File: src/rtl/sync_fifo_param_if.sv
// Bundle of the FIFO control, data and status signals.
// master: producer/consumer side; slave: the FIFO itself.
interface sync_fifo_param_if #(
  parameter int DATA_W = 8,
  parameter int ADDR_W = 3
);
  logic              clr;
  logic              wn;
  logic [DATA_W-1:0] data_in;
  logic              rn;
  logic [DATA_W-1:0] data_out;
  logic              full;
  logic              empty;
  logic              almost_full;
  logic              almost_empty;
  logic [ADDR_W:0]   count;
  logic              overflow;
  logic              underflow;

  modport master (
    output clr, wn, data_in, rn,
    input  data_out, full, empty,
    input  almost_full, almost_empty,
    input  count, overflow, underflow
  );

  modport slave (
    input  clr, wn, data_in, rn,
    output data_out, full, empty,
    output almost_full, almost_empty,
    output count, overflow, underflow
  );
endinterface

File: src/rtl/sync_fifo_param.sv
// Single-clock FIFO using all 2**ADDR_W entries, with thresholds,
// sticky error flags, flush and optional FWFT read.
// Ports: clk, reset (async, active high), bus (slave modport).
module sync_fifo_param #(
  parameter int DATA_W    = 8,
  parameter int ADDR_W    = 3,
  parameter int AF_THRESH = 6,
  parameter int AE_THRESH = 1,
  parameter int FWFT      = 0
) (
  input  logic clk,
  input  logic reset,
  sync_fifo_param_if.slave bus
);
  localparam int PW    = ADDR_W + 1;
  localparam int DEPTH = 1 << ADDR_W;

  localparam logic [PW-1:0] DEPTH_P = PW'(DEPTH);
  localparam logic [PW-1:0] AF_P    = PW'(AF_THRESH);
  localparam logic [PW-1:0] AE_P    = PW'(AE_THRESH);

  logic [DATA_W-1:0] mem [DEPTH];
  logic [PW-1:0]     wptr;
  logic [PW-1:0]     rptr;
  logic [PW-1:0]     cnt;
  logic              wr_ok;
  logic              rd_ok;
  logic              ovf;
  logic              unf;

  // Wrap bit makes the difference span 0..DEPTH.
  assign cnt = wptr - rptr;

  assign bus.count        = cnt;
  assign bus.full         = (cnt == DEPTH_P);
  assign bus.empty        = (cnt == '0);
  assign bus.almost_full  = (cnt >= AF_P);
  assign bus.almost_empty = (cnt <= AE_P);
  assign bus.overflow     = ovf;
  assign bus.underflow    = unf;

  assign wr_ok = bus.wn && !bus.full;
  assign rd_ok = bus.rn && !bus.empty;

  always_ff @(posedge clk or posedge reset) begin
    if (reset) begin
      wptr <= '0;
      rptr <= '0;
      ovf  <= 1'b0;
      unf  <= 1'b0;
    end else if (bus.clr) begin
      wptr <= '0;
      rptr <= '0;
      ovf  <= 1'b0;
      unf  <= 1'b0;
    end else begin
      if (wr_ok) wptr <= wptr + 1'b1;
      if (rd_ok) rptr <= rptr + 1'b1;
      if (bus.wn && bus.full) ovf <= 1'b1;
      if (bus.rn && bus.empty) unf <= 1'b1;
    end
  end

  // Storage is never cleared; only the pointers define contents.
  always_ff @(posedge clk) begin
    if (!reset && !bus.clr && wr_ok)
      mem[wptr[ADDR_W-1:0]] <= bus.data_in;
  end

  generate
    if (FWFT != 0) begin : g_fwft
      assign bus.data_out = mem[rptr[ADDR_W-1:0]];
    end else begin : g_reg
      logic [DATA_W-1:0] dout;
      always_ff @(posedge clk or posedge reset) begin
        if (reset)
          dout <= '0;
        else if (bus.clr)
          dout <= '0;
        else if (rd_ok)
          dout <= mem[rptr[ADDR_W-1:0]];
      end
      assign bus.data_out = dout;
    end
  endgenerate
endmodule
File: src/flat_wrapper.sv
// flat-port wrapper written by rule: the top's interface ports become plain ports
module sync_fifo_param_flat 
#(
  parameter int DATA_W    = 8,
  parameter int ADDR_W    = 3,
  parameter int AF_THRESH = 6,
  parameter int AE_THRESH = 1,
  parameter int FWFT      = 0
)
  (clk, reset, bus_clr, bus_wn, bus_data_in, bus_rn, bus_data_out, bus_full, bus_empty, bus_almost_full, bus_almost_empty, bus_count, bus_overflow, bus_underflow);
  sync_fifo_param_if #(.DATA_W(DATA_W), .ADDR_W(ADDR_W)) bus_i ();
  input  logic clk;
  input  logic reset;
  input wire logic [$bits(bus_i.clr)-1:0] bus_clr;
  input wire logic [$bits(bus_i.wn)-1:0] bus_wn;
  input wire logic [$bits(bus_i.data_in)-1:0] bus_data_in;
  input wire logic [$bits(bus_i.rn)-1:0] bus_rn;
  output wire logic [$bits(bus_i.data_out)-1:0] bus_data_out;
  output wire logic [$bits(bus_i.full)-1:0] bus_full;
  output wire logic [$bits(bus_i.empty)-1:0] bus_empty;
  output wire logic [$bits(bus_i.almost_full)-1:0] bus_almost_full;
  output wire logic [$bits(bus_i.almost_empty)-1:0] bus_almost_empty;
  output wire logic [$bits(bus_i.count)-1:0] bus_count;
  output wire logic [$bits(bus_i.overflow)-1:0] bus_overflow;
  output wire logic [$bits(bus_i.underflow)-1:0] bus_underflow;
  assign bus_i.clr = bus_clr;
  assign bus_i.wn = bus_wn;
  assign bus_i.data_in = bus_data_in;
  assign bus_i.rn = bus_rn;
  assign bus_data_out = bus_i.data_out;
  assign bus_full = bus_i.full;
  assign bus_empty = bus_i.empty;
  assign bus_almost_full = bus_i.almost_full;
  assign bus_almost_empty = bus_i.almost_empty;
  assign bus_count = bus_i.count;
  assign bus_overflow = bus_i.overflow;
  assign bus_underflow = bus_i.underflow;
  sync_fifo_param #(.DATA_W(DATA_W), .ADDR_W(ADDR_W), .AF_THRESH(AF_THRESH), .AE_THRESH(AE_THRESH), .FWFT(FWFT)) u_core (.clk(clk), .reset(reset), .bus(bus_i));
endmodule
File: config.mk
export PLATFORM = sky130hd
export DESIGN_NAME = sync_fifo_param_flat
export DESIGN_NICKNAME = d
export VERILOG_FILES = /design/src/rtl/sync_fifo_param_if.sv /design/src/rtl/sync_fifo_param.sv /design/src/flat_wrapper.sv
export SDC_FILE = /design/constraint.sdc
export NUM_CORES = 1
export LEC_CHECK = 0
export ABC_CLOCK_PERIOD_IN_PS = 9000
export BUFFER_PORTS_ARGS = -buffer_cell sky130_fd_sc_hd__clkbuf_2
export CAP_MARGIN = 20
export CORE_AREA = 2 2 80 82
export DETAILED_ROUTE_END_ITERATION = 10
export DIE_AREA = 0 0 82 84
export GPL_TIMING_DRIVEN = 0
export MAX_ROUTING_LAYER = met4
export PLACE_DENSITY = 0.8
export SLEW_MARGIN = 30
export SYNTH_ARGS = -nofsm -noshare
export SYNTH_HDL_FRONTEND = slang
export SYNTH_SLANG_ARGS = --single-unit
File: constraint.sdc
create_clock -name clk -period 9 [get_ports clk]
set_input_delay 1.8 -clock clk [delete_from_list [all_inputs] [get_ports clk]]
set_output_delay 1.8 -clock clk [all_outputs]
set_load 0.005 [all_outputs]
==> summary.md <==
| Metric | Value |
|---|---|
| Run status | completed |
| Core Area | ~6100 sq um |
| R2R cell count | 9 |
| Syn nets | between 200 and 250 |
| Crit path from | u_core.rptr[1] |
| CTS tree | done |
| PD cells | between 200 and 300 nW/um^2 |
| Critical Path End | bus_full |
| First-pass GRT wire length | between 10000 and 15000 um |
| Critical path, cell by cell | clkbuf_1, buf_2, inv_1, ha_1, and3b_4, or3_4, a21oi_4, clkbuf_2 |
| Met2 Use GR | between 30% and 40% |
| Mapped Cells | 219 |
| WP data required | 7.20 ns |
| Fin crit period | 4.89 ns |
| GR peak layer | met2 |
| DIE AREA | ~7000 sq um |
| Setup crit end kind | output pin |
| Kind of critical path | reg -> out |
| Register area | about 2400 sq um |
| Ys async rst share | 22.0% |
| Slew @ Worst Pin | roughly 0.95 ns |
| EDFF count, synth | 64 |
| CP Launch Type | flip-flop |
| Final period util | between 50% and 60% |
| Clock transition at path regs | around 0.08 ns |
| Initial Util | 58.2% |
| Fraction of layout instances using a drive strength above 1 | between 30% and 40% |
| Total track usage | a little under a quarter |
| RR Startpoint | u_core.rptr[1] |
| Worst R2R End | u_core.mem[5][6] |
| Root buf cell | clkbuf_8 |
| Hold crit path type | reg -> reg |
| Critical path arrival | between 3 and 4 ns |
| Antenna cells | 0 |
| CTS buffer count | 9 |
| Die height | roughly 84 um |
| DP HPWL | roughly 4500 um |
| Max-slew headroom | approximately 36% |
| Drt pass-1 iters | 4 |
| R2r setup slk | about 5.1 ns |
| Max Slew Vio Count | 0 |
| Ports | 31 |
| Synth-to-layout area growth | 13.6% |
| CP max stage cell | clkbuf_1 |
| Global route overflow | 0 |
| Leakage power | 1.48 nW |
| Setup TNS | 0 ns |
| Final WS setup | just over 4 ns |
| Clock Tree Buf Depth | 2 |
| Register area share after synthesis | 66.9% |
| Pre-CTS setup slack | about 4.5 ns |
| Final Setup Violations | 0 |
| M3 GR Usage | under 10% |
| Crit Path Max Fanout | 10 |
| Iteration-0 DRC Markers | 118 |
| Vias per cell | around 5.9 |
| Synth Flop Type | edfxtp_1 |
| Final hold vios | 0 |
| RSZ-0062 raised after global routing | no |
| Largest net degree at the start of global routing | 19 |
| Clk_lat worst skew | between 0.3 and 0.4 ns |
| Max Clock Freq | 204 MHz |
| Final Skew | around 0.013 ns |
| FF+latch count, synth | slightly above 80 |
| Highest-count cells in the layout ignoring fill and taps | edfxtp_1, clkbuf_2, nand2_1 |
| Total power | approximately 1.2 mW |
| Multi-input logic area | around 1100 sq um |
| Netlist Area Pre-Place | between 3000 and 4000 sq um |
| Crit path largest cell delay | around 0.53 ns |
| Routed WL | 6840 um |
| Max-Cap Viols | 0 |
| Post-route ant nets | 0 |
| Fillers | 430 |
| Vias in the first global route | just over 2000 |
| # rows | 29 |
| Synthesized area per cell | ~16 sq um |
| Initial antenna violation count | 0 |
| Post-CTS Hold Fix Bufs | 0 |
| Worst VDD drop | 0.225 mV |
| Post-CTS setup buffers | 0 |
| CTS Sinks | 82 |
| Met1 Usage GRT | 28.4% |
| WL/cell | about 20 um |
| Horiz. Die Dim | between 80 and 90 um |
| Syn. warnings | 0 |
| Dpl cell area | roughly 3800 sq um |
| Port Buffer Count | 30 |
| Synth unique cells | 38 |
| Vias | 2013 |
| Final nets | between 200 and 300 |
| Quantity of gates resized following cts | 0 |
| Cell area after layout | 4030 sq um |
| Leading cell type in the layout, fill and taps excluded | edfxtp_1 |
| DR DRC count | 0 |
| H-tree Lvls | 3 |
| GP Congestion | roughly 0.79 |
[worst max-delay path: cells and delay by family (launching register included)]
family / cells / cell delay, ns
buffers and inverters: 4 / 1.18
AND/OR/NAND/NOR: 2 / 0.64
flip-flops: 1 / 0.40
adder cells (fa/ha/maj): 1 / 0.30
AO/OA/AOI/OAI: 1 / 0.23
[power by group]
part	switching, mW	internal [mW]	total [mW]
sequential	0.0303	0.444	0.474
clock	0.129	0.157	0.286
combinational	0.224	0.191	0.416
[flip-flops by register name (all words and copies together) (netlist names)]
register / cells
u_core.bus.data_out: 8
u_core.mem: 64
u_core.bus.overflow: 1
u_core.wptr: 4
u_core.rptr: 4
u_core.bus.underflow: 1
[stage by stage]
| stage | std cells | utilization, % | hold slack [ns] |
|---|---|---|---|
| 6_report | 343 | 66.1 | 0.507 |
| 3_5_place_dp | 327 | 62.5 | 0.496 |
| 5_1_grt | 343 | 66.1 | 0.553 |
| 3_3_place_gp | 326 | 62.2 | 0.491 |
| 2_1_floorplan | 219 | - | 0.486 |
| 4_1_cts | 343 | 66.1 | 0.514 |
[worst min-delay path by stage]
stage                          from                    to  cells past startpoint
6_report        u_core.bus.overflow   u_core.bus.overflow                      2
5_1_grt        u_core.bus.underflow  u_core.bus.underflow                      2
4_1_cts         u_core.bus.overflow   u_core.bus.overflow                      2
3_5_place_dp    u_core.bus.overflow   u_core.bus.overflow                      2
3_3_place_gp    u_core.bus.overflow   u_core.bus.overflow                      2
2_1_floorplan   u_core.bus.overflow   u_core.bus.overflow                      2
[layout make-up]
| class | instances | share of cell area [%] |
|---|---|---|
| buffer | 10 | 1.46 |
| clock buffer | 10 | 3.17 |
| clock inverter | 6 | 2.20 |
| inverter | 10 | 0.932 |
| multi-input combinational | 117 | 27.0 |
| sequential | 82 | 58.9 |
| tap | 77 | 2.39 |
| timing repair buffer | 31 | 3.91 |
[cell families (layout without fill, tap and decap cells)]
| kind of cell | after synthesis | count (layout) | share of synthesized area, % |
|---|---|---|---|
| DFF | 82 | 82 | 66.9 |
| adders and majority gates | 6 | 6 | 2.33 |
| muxes | 19 | 19 | 11.0 |
| xor gates and xnor gates | 5 | 5 | 1.23 |
| AOI/OAI and AO/OA | 22 | 22 | 6.56 |
| and+or+nand+nor | 65 | 65 | 9.21 |
| buffers and inverters | 20 | 67 | 2.72 |
[per-layer routing]
| metal | part of all wire (%) | wire length, um | up-vias |
|---|---|---|---|
| li1 | - | - | 917 |
| met1 | 41 | 2800 | 1003 |
| met2 | 50 | 3430 | 75 |
| met3 | 6.7 | 459 | 18 |
| met4 | 2.1 | 144 | 0 |
| met5 | 0 | 0 | - |
[Yosys cell counts, types with 3 or more instances]
cell type	count	area (sq um)
nor2_1	15	56.3
a21oi_1	6	30.0
mux4_2	16	360
edfxtp_1	64	1920
clkbuf_1	5	18.8
nor3_1	5	25.0
nand2_1	21	78.8
nand4_1	3	18.8
xor2_1	4	35.0
nor2_2	8	50.1
a311oi_2	8	120
dfrtp_1	18	450
ha_1	5	62.6
inv_1	10	37.5
Note: power is estimated with default switching activity, not from simulation.
